--- config.mk ---
export PLATFORM = sky130hd
export DESIGN_NAME = sumador_serie
export DESIGN_NICKNAME = d
export VERILOG_FILES = /design/src/rtl/sumador_pkg.sv /design/src/rtl/sumador_completo.sv /design/src/rtl/sumador_serie.sv
export SDC_FILE = /design/constraint.sdc
export NUM_CORES = 1
export LEC_CHECK = 0
export ABC_CLOCK_PERIOD_IN_PS = 1350
export CAP_MARGIN = 20
export CORE_MARGIN = 5
export CORE_UTILIZATION = 50
export CTS_BUF_LIST = sky130_fd_sc_hd__clkbuf_8
export DETAILED_ROUTE_END_ITERATION = 6
export PLACE_DENSITY = 0.85
export SYNTH_ARGS = -nofsm -noshare
export SYNTH_HDL_FRONTEND = slang
export SYNTH_SLANG_ARGS = --single-unit
--- constraint.sdc ---
create_clock -name i_clk -period 1.35 [get_ports i_clk]
set_input_delay 0.135 -clock i_clk [delete_from_list [all_inputs] [get_ports i_clk]]
set_output_delay 0.135 -clock i_clk [all_outputs]
set_load 0.01 [all_outputs]
--- src/rtl/sumador_pkg.sv ---
// ============================================================================
//  Module      : sumador_pkg
//  Description : Shared definitions for the serial adder: FSM state
//                encodings and the counter-width helper.
//  Revision    : 1.0 - initial release
// ============================================================================
`default_nettype none

package sumador_pkg;

   // FSM state encodings
   typedef enum logic [1:0] {
      REPOSO  = 2'd0,
      CALCULO = 2'd1,
      FIN     = 2'd2
   } estado_t;

   // Bits needed to count n steps (0 .. n-1), never less than one bit
   function automatic int clog2_min1(input int n);
      int w;
      w = 1;
      while ((1 << w) < n) w = w + 1;
      return w;
   endfunction

endpackage

`default_nettype wire

--- src/rtl/sumador_completo.sv ---
// ============================================================================
//  Module      : sumador_completo
//  Description : 1-bit full adder, one link of the ripple chain.
//  Revision    : 1.0 - initial release
// ============================================================================
`default_nettype none

module sumador_completo (
   input  logic a_i,
   input  logic b_i,
   input  logic acarreo_i,
   output logic suma_o,
   output logic acarreo_o
);

   assign suma_o    = a_i ^ b_i ^ acarreo_i;
   assign acarreo_o = (a_i & b_i) | (acarreo_i & (a_i ^ b_i));

endmodule

`default_nettype wire

--- src/rtl/sumador_serie.sv ---
// ============================================================================
//  Module      : sumador_serie
//  Description : Multi-cycle adder for ANCHO-bit unsigned operands,
//                BITS_POR_CICLO bits per clock through a short ripple chain
//                with a registered carry between steps. Start/done handshake.
//                Optional macro SUMADOR_SERIE_RESTA_EN adds the i_resta port
//                (two's-complement subtraction, o_acarreo = no borrow).
//  Revision    : 1.0 - initial release
// ============================================================================
`default_nettype none

module sumador_serie
   import sumador_pkg::*;
#(
   parameter int ANCHO          = 8,
   parameter int BITS_POR_CICLO = 1
) (
   input  logic             i_clk,
   input  logic             i_reset,
   input  logic             i_inicio,
   input  logic [ANCHO-1:0] i_operando_a,
   input  logic [ANCHO-1:0] i_operando_b,
`ifdef SUMADOR_SERIE_RESTA_EN
   input  logic             i_resta,
`endif
   output logic             o_ocupado,
   output logic             o_fin,
   output logic [ANCHO-1:0] o_suma,
   output logic             o_acarreo
);

   localparam int             PASOS  = ANCHO / BITS_POR_CICLO;
   localparam int             CW     = clog2_min1(PASOS);
   localparam logic [CW-1:0]  ULTIMO = CW'(PASOS - 1);

   // Reject widths the step slicing cannot cover exactly
   generate
      if ((ANCHO < 1) || (BITS_POR_CICLO < 1) || ((ANCHO % BITS_POR_CICLO) != 0)) begin : g_param_error
         $error("sumador_serie: BITS_POR_CICLO must divide ANCHO");
      end
   endgenerate

   estado_t                   estado_q;
   logic [ANCHO-1:0]          a_q, b_q, acc_q, suma_q;
   logic                      carry_q, acarreo_q, ocupado_q, fin_q;
   logic [CW-1:0]             cnt_q;

   logic [BITS_POR_CICLO-1:0] parcial_d;
   logic [BITS_POR_CICLO:0]   cadena_d;
   logic [ANCHO-1:0]          acc_d;
   logic [ANCHO-1:0]          b_carga_d;
   logic                      carry_carga_d;

   // Operand B and initial carry as loaded on an accepted start
`ifdef SUMADOR_SERIE_RESTA_EN
   assign b_carga_d     = i_resta ? ~i_operando_b : i_operando_b;
   assign carry_carga_d = i_resta;
`else
   assign b_carga_d     = i_operando_b;
   assign carry_carga_d = 1'b0;
`endif

   // Ripple chain over the low BITS_POR_CICLO bits, fed by the stored carry
   assign cadena_d[0] = carry_q;
   generate
      for (genvar i = 0; i < BITS_POR_CICLO; i++) begin : g_bit
         sumador_completo u_fa (
            .a_i       (a_q[i]),
            .b_i       (b_q[i]),
            .acarreo_i (cadena_d[i]),
            .suma_o    (parcial_d[i]),
            .acarreo_o (cadena_d[i+1])
         );
      end
   endgenerate

   // Partial sum enters the accumulator from the MSB side
   assign acc_d = (acc_q >> BITS_POR_CICLO)
                | (ANCHO'(parcial_d) << (ANCHO - BITS_POR_CICLO));

   // Control FSM and datapath; result registers change only on the last step
   always_ff @(posedge i_clk) begin
      if (i_reset) begin
         estado_q  <= REPOSO;
         a_q       <= '0;
         b_q       <= '0;
         acc_q     <= '0;
         suma_q    <= '0;
         carry_q   <= 1'b0;
         acarreo_q <= 1'b0;
         ocupado_q <= 1'b0;
         fin_q     <= 1'b0;
         cnt_q     <= '0;
      end else begin
         case (estado_q)
            REPOSO: begin
               if (i_inicio) begin
                  a_q       <= i_operando_a;
                  b_q       <= b_carga_d;
                  carry_q   <= carry_carga_d;
                  acc_q     <= '0;
                  cnt_q     <= '0;
                  ocupado_q <= 1'b1;
                  estado_q  <= CALCULO;
               end
            end
            CALCULO: begin
               a_q     <= a_q >> BITS_POR_CICLO;
               b_q     <= b_q >> BITS_POR_CICLO;
               acc_q   <= acc_d;
               carry_q <= cadena_d[BITS_POR_CICLO];
               cnt_q   <= cnt_q + 1'b1;
               if (cnt_q == ULTIMO) begin
                  suma_q    <= acc_d;
                  acarreo_q <= cadena_d[BITS_POR_CICLO];
                  fin_q     <= 1'b1;
                  estado_q  <= FIN;
               end
            end
            FIN: begin
               fin_q     <= 1'b0;
               ocupado_q <= 1'b0;
               estado_q  <= REPOSO;
            end
            default: begin
               fin_q     <= 1'b0;
               ocupado_q <= 1'b0;
               estado_q  <= REPOSO;
            end
         endcase
      end
   end

   assign o_ocupado = ocupado_q;
   assign o_fin     = fin_q;
   assign o_suma    = suma_q;
   assign o_acarreo = acarreo_q;

endmodule

`default_nettype wire
==> metrics.cfg <==
[status]
outcome = complete, no violations

[grt]
grt_first_pass_wirelength_mm = 6.085
grt_pass1_vias = 1362
grt_max_degree = 20
antenna_found_initial = 0
grt-ovfl-total = 0
track_usage_pct = 17.70

[setup_path]
r2r_slack_ns = 0.06
cp.arrival_ns = 1.16
crit_chain = clkdlybuf4s50_1
slowest_stage = clkdlybuf4s50_1
path_buf_inv = 1
critPathLaunchType = flip-flop
cp_top_family = buffers and inverters
crit_required_ns = 1.22
cp_slowest_stage_delay_ns = 0.53
worstPathMaxFanout = 2
crit_path_end_kind = primary output
critPathKind = flip-flop to primary output

[floorplan]
die-area_um2 = 4585
core_area_um2 = 3284
die_w_um = 67.71
io_pins = 30
initial_core_util_pct = 50.70
rows = 21
dieHeight_um = 67.71

[timing]
drv_slew = 0
fmax_ghz = 0.7708
finalSetupViolations = 0
slew_headroom_pct = 68.37
hold_viol = 0
min_period_over_period_pct = 96.10
worst_pin_slew_ns = 0.4724
fin_crit_ns = 1.297
finalClockSkew_ns = 0.007247

[placed_design]
io_buffers = 29
placed_cell_area_um2 = 2064
dp_hpwl_mm = 2.507
dp.cells = 250
place_congestion = 0.7665

[clocking]
cts_htree_levels = 2
path_clk_slew_ns = 0.08
cts_tree = built
clockBufferDepth = 2
clock-sinks = 40
clk_latency_ns = 0.29
clockRootBuffer = clkbuf_8
holdBufCountCts = 0
cts_buffers = 5

[layout]
nFillCells = 277
drive_gt1_share_pct = 20.74
area_growth_pct = 35.54
multi_input_area_um2 = 792.0
regArea_um2 = 805.8
finalNetCount = 238
antennaDiodeCount = 0
final-instance-count-excl-fill = 263
design_area_um2 = 2257

[hold_path]
hold_path.class = flip-flop to flip-flop

[yosys]
yosysWarningCount = 0
yosysSeqAreaShare_pct = 48.08
avgSynthCellArea_um2 = 9.462
netlist_area_um2 = 1665
syn_nets = 198
ys_types = 27
postSynthCellCount = 176
synth.ff_latch_count = 40

[route]
detail_route.wl_per_cell_um = 13.98
first_iter_violations = 105
num_vias = 1399
drtPass1Iterations = 4
antenna_left = 0
drc = 0
wl_mm = 3.676
avgViaCountPerCell = 5.319

[pwr]
leakage_nw = 0.9066
ir_worst_vdd_uv = 692.6
p_per_area_nw_per_um2 = 1143

[job]
maxCapViolCount = 0

[per-layer routing]
metal | track usage [%] | part of all wire, % | wire, um
met5 | 0 | 0 | 0
met4 | 7.342 | 2.1 | 76
met3 | 5.158 | 4.7 | 173
met2 | 30.50 | 51 | 1890
met1 | 20.27 | 42 | 1534
[tightest hold or removal path: cells and delay by family (launching register included)]
family / cells / cell delay [ns]
DFF: 1 / 0.31
and+or+nand+nor: 1 / 0.05
AOI/OAI and AO/OA: 1 / 0.05
[path summary, 6_finish.rpt]
| kind | startpoint | endpoint | depth (start not counted) |
|---|---|---|---|
| hold / removal | o_acarreo | o_acarreo | 2 |
| setup reg to reg | cnt_q[0] | o_suma[3] | 6 |
| hold reg to reg | o_acarreo | o_acarreo | 2 |
| setup / recovery | o_suma[4] | o_suma[4] | 1 |
[cells by family (layout without fill, tap and decap cells)]
| logic type | after synthesis | count (layout) | share of synthesized area (%) |
|---|---|---|---|
| AO/OA/AOI/OAI | 48 | 48 | 23.89 |
| adder cells (fa/ha/maj) | 3 | 3 | 2.705 |
| buffers and inverters | 16 | 57 | 5.484 |
| flip-flops | 40 | 40 | 48.08 |
| multiplexers | 1 | 1 | 0.6011 |
| AND/OR/NAND/NOR | 68 | 68 | 19.23 |
[placed cells by master (no fill, tap or decap), drive strengths merged, types with 2 or more instances in the layout]
cell / n
clkbuf: 5
a222oi: 2
a221oi: 4
clkdlybuf4s50: 24
nand2: 18
dlymetal6s2s: 5
o32ai: 8
dfxtp: 40
a21oi: 20
ha: 2
nor3: 6
buf: 18
nor2: 24
nand2b: 15
a22oi: 12
inv: 2
[final cells by class]
type / instances / share of cell area, %
Multi-Input combinational cell: 120 / 35.09
Clock buffer: 5 / 3.049
Tap cell: 46 / 2.550
Inverter: 2 / 0.3326
Clock inverter: 3 / 1.885
Sequential cell: 40 / 35.70
Timing Repair Buffer: 47 / 21.40
[through the flow]
step           TNS (ns)  setup WS, ns  total power [mW]  util, %  hold slack (ns)
2_1_floorplan         0       0.09748             1.502        -           0.2833
3_3_place_gp   -0.04351      -0.01969             1.619    62.86           0.4417
3_5_place_dp    -0.8542      -0.07438             1.633    62.86           0.4450
4_1_cts               0       0.01635             2.587    67.01           0.4554
5_1_grt        -0.01653     -0.009198             2.688    68.72           0.4705
6_report              0       0.05259             2.579    68.72           0.4528
[state kept, by name (all words and copies together), names as in the netlist]
register,count
a_q,8
o_acarreo,1
acc_q,7
estado_q,2
b_q,8
o_fin,1
cnt_q,3
o_suma,8
o_ocupado,1
carry_q,1
[power breakdown]
| group | internal, mW | switching, mW |
|---|---|---|
| registers | 1.24 | 0.0424 |
| clock network | 0.547 | 0.416 |
| logic | 0.180 | 0.151 |
[cells in the mapped netlist]
master | instances | area [um2]
fa_1 | 1 | 20.02
nor3b_1 | 1 | 7.510
nand2_1 | 18 | 67.56
a222oi_1 | 2 | 20.02
a21oi_1 | 20 | 100.1
o21bai_2 | 1 | 11.26
a221oi_2 | 1 | 15.01
o21ai_1 | 1 | 5.000
a22oi_1 | 12 | 90.09
buf_1 | 1 | 3.750
clkbuf_1 | 2 | 7.510
buf_6 | 2 | 22.52
o32ai_2 | 8 | 130.1
inv_1 | 2 | 7.510
dfxtp_1 | 40 | 800.8
nor3_1 | 6 | 30.03
nand2b_1 | 15 | 93.84
mux2i_1 | 1 | 10.01
ha_1 | 2 | 25.02
buf_4 | 2 | 15.01
and3b_1 | 1 | 8.760
nor2b_1 | 1 | 6.260
nor2_1 | 24 | 90.09
nand3b_1 | 1 | 7.510
or2_4 | 1 | 8.760
a221oi_1 | 3 | 26.28
buf_2 | 7 | 35.03
[timing repair]
item,in CTS,in global routing
setup endpoints to repair,20,29
buffers inserted,3,2
pin swaps,1,1
resized for setup,1,15
(Power assumes the default switching activity.)
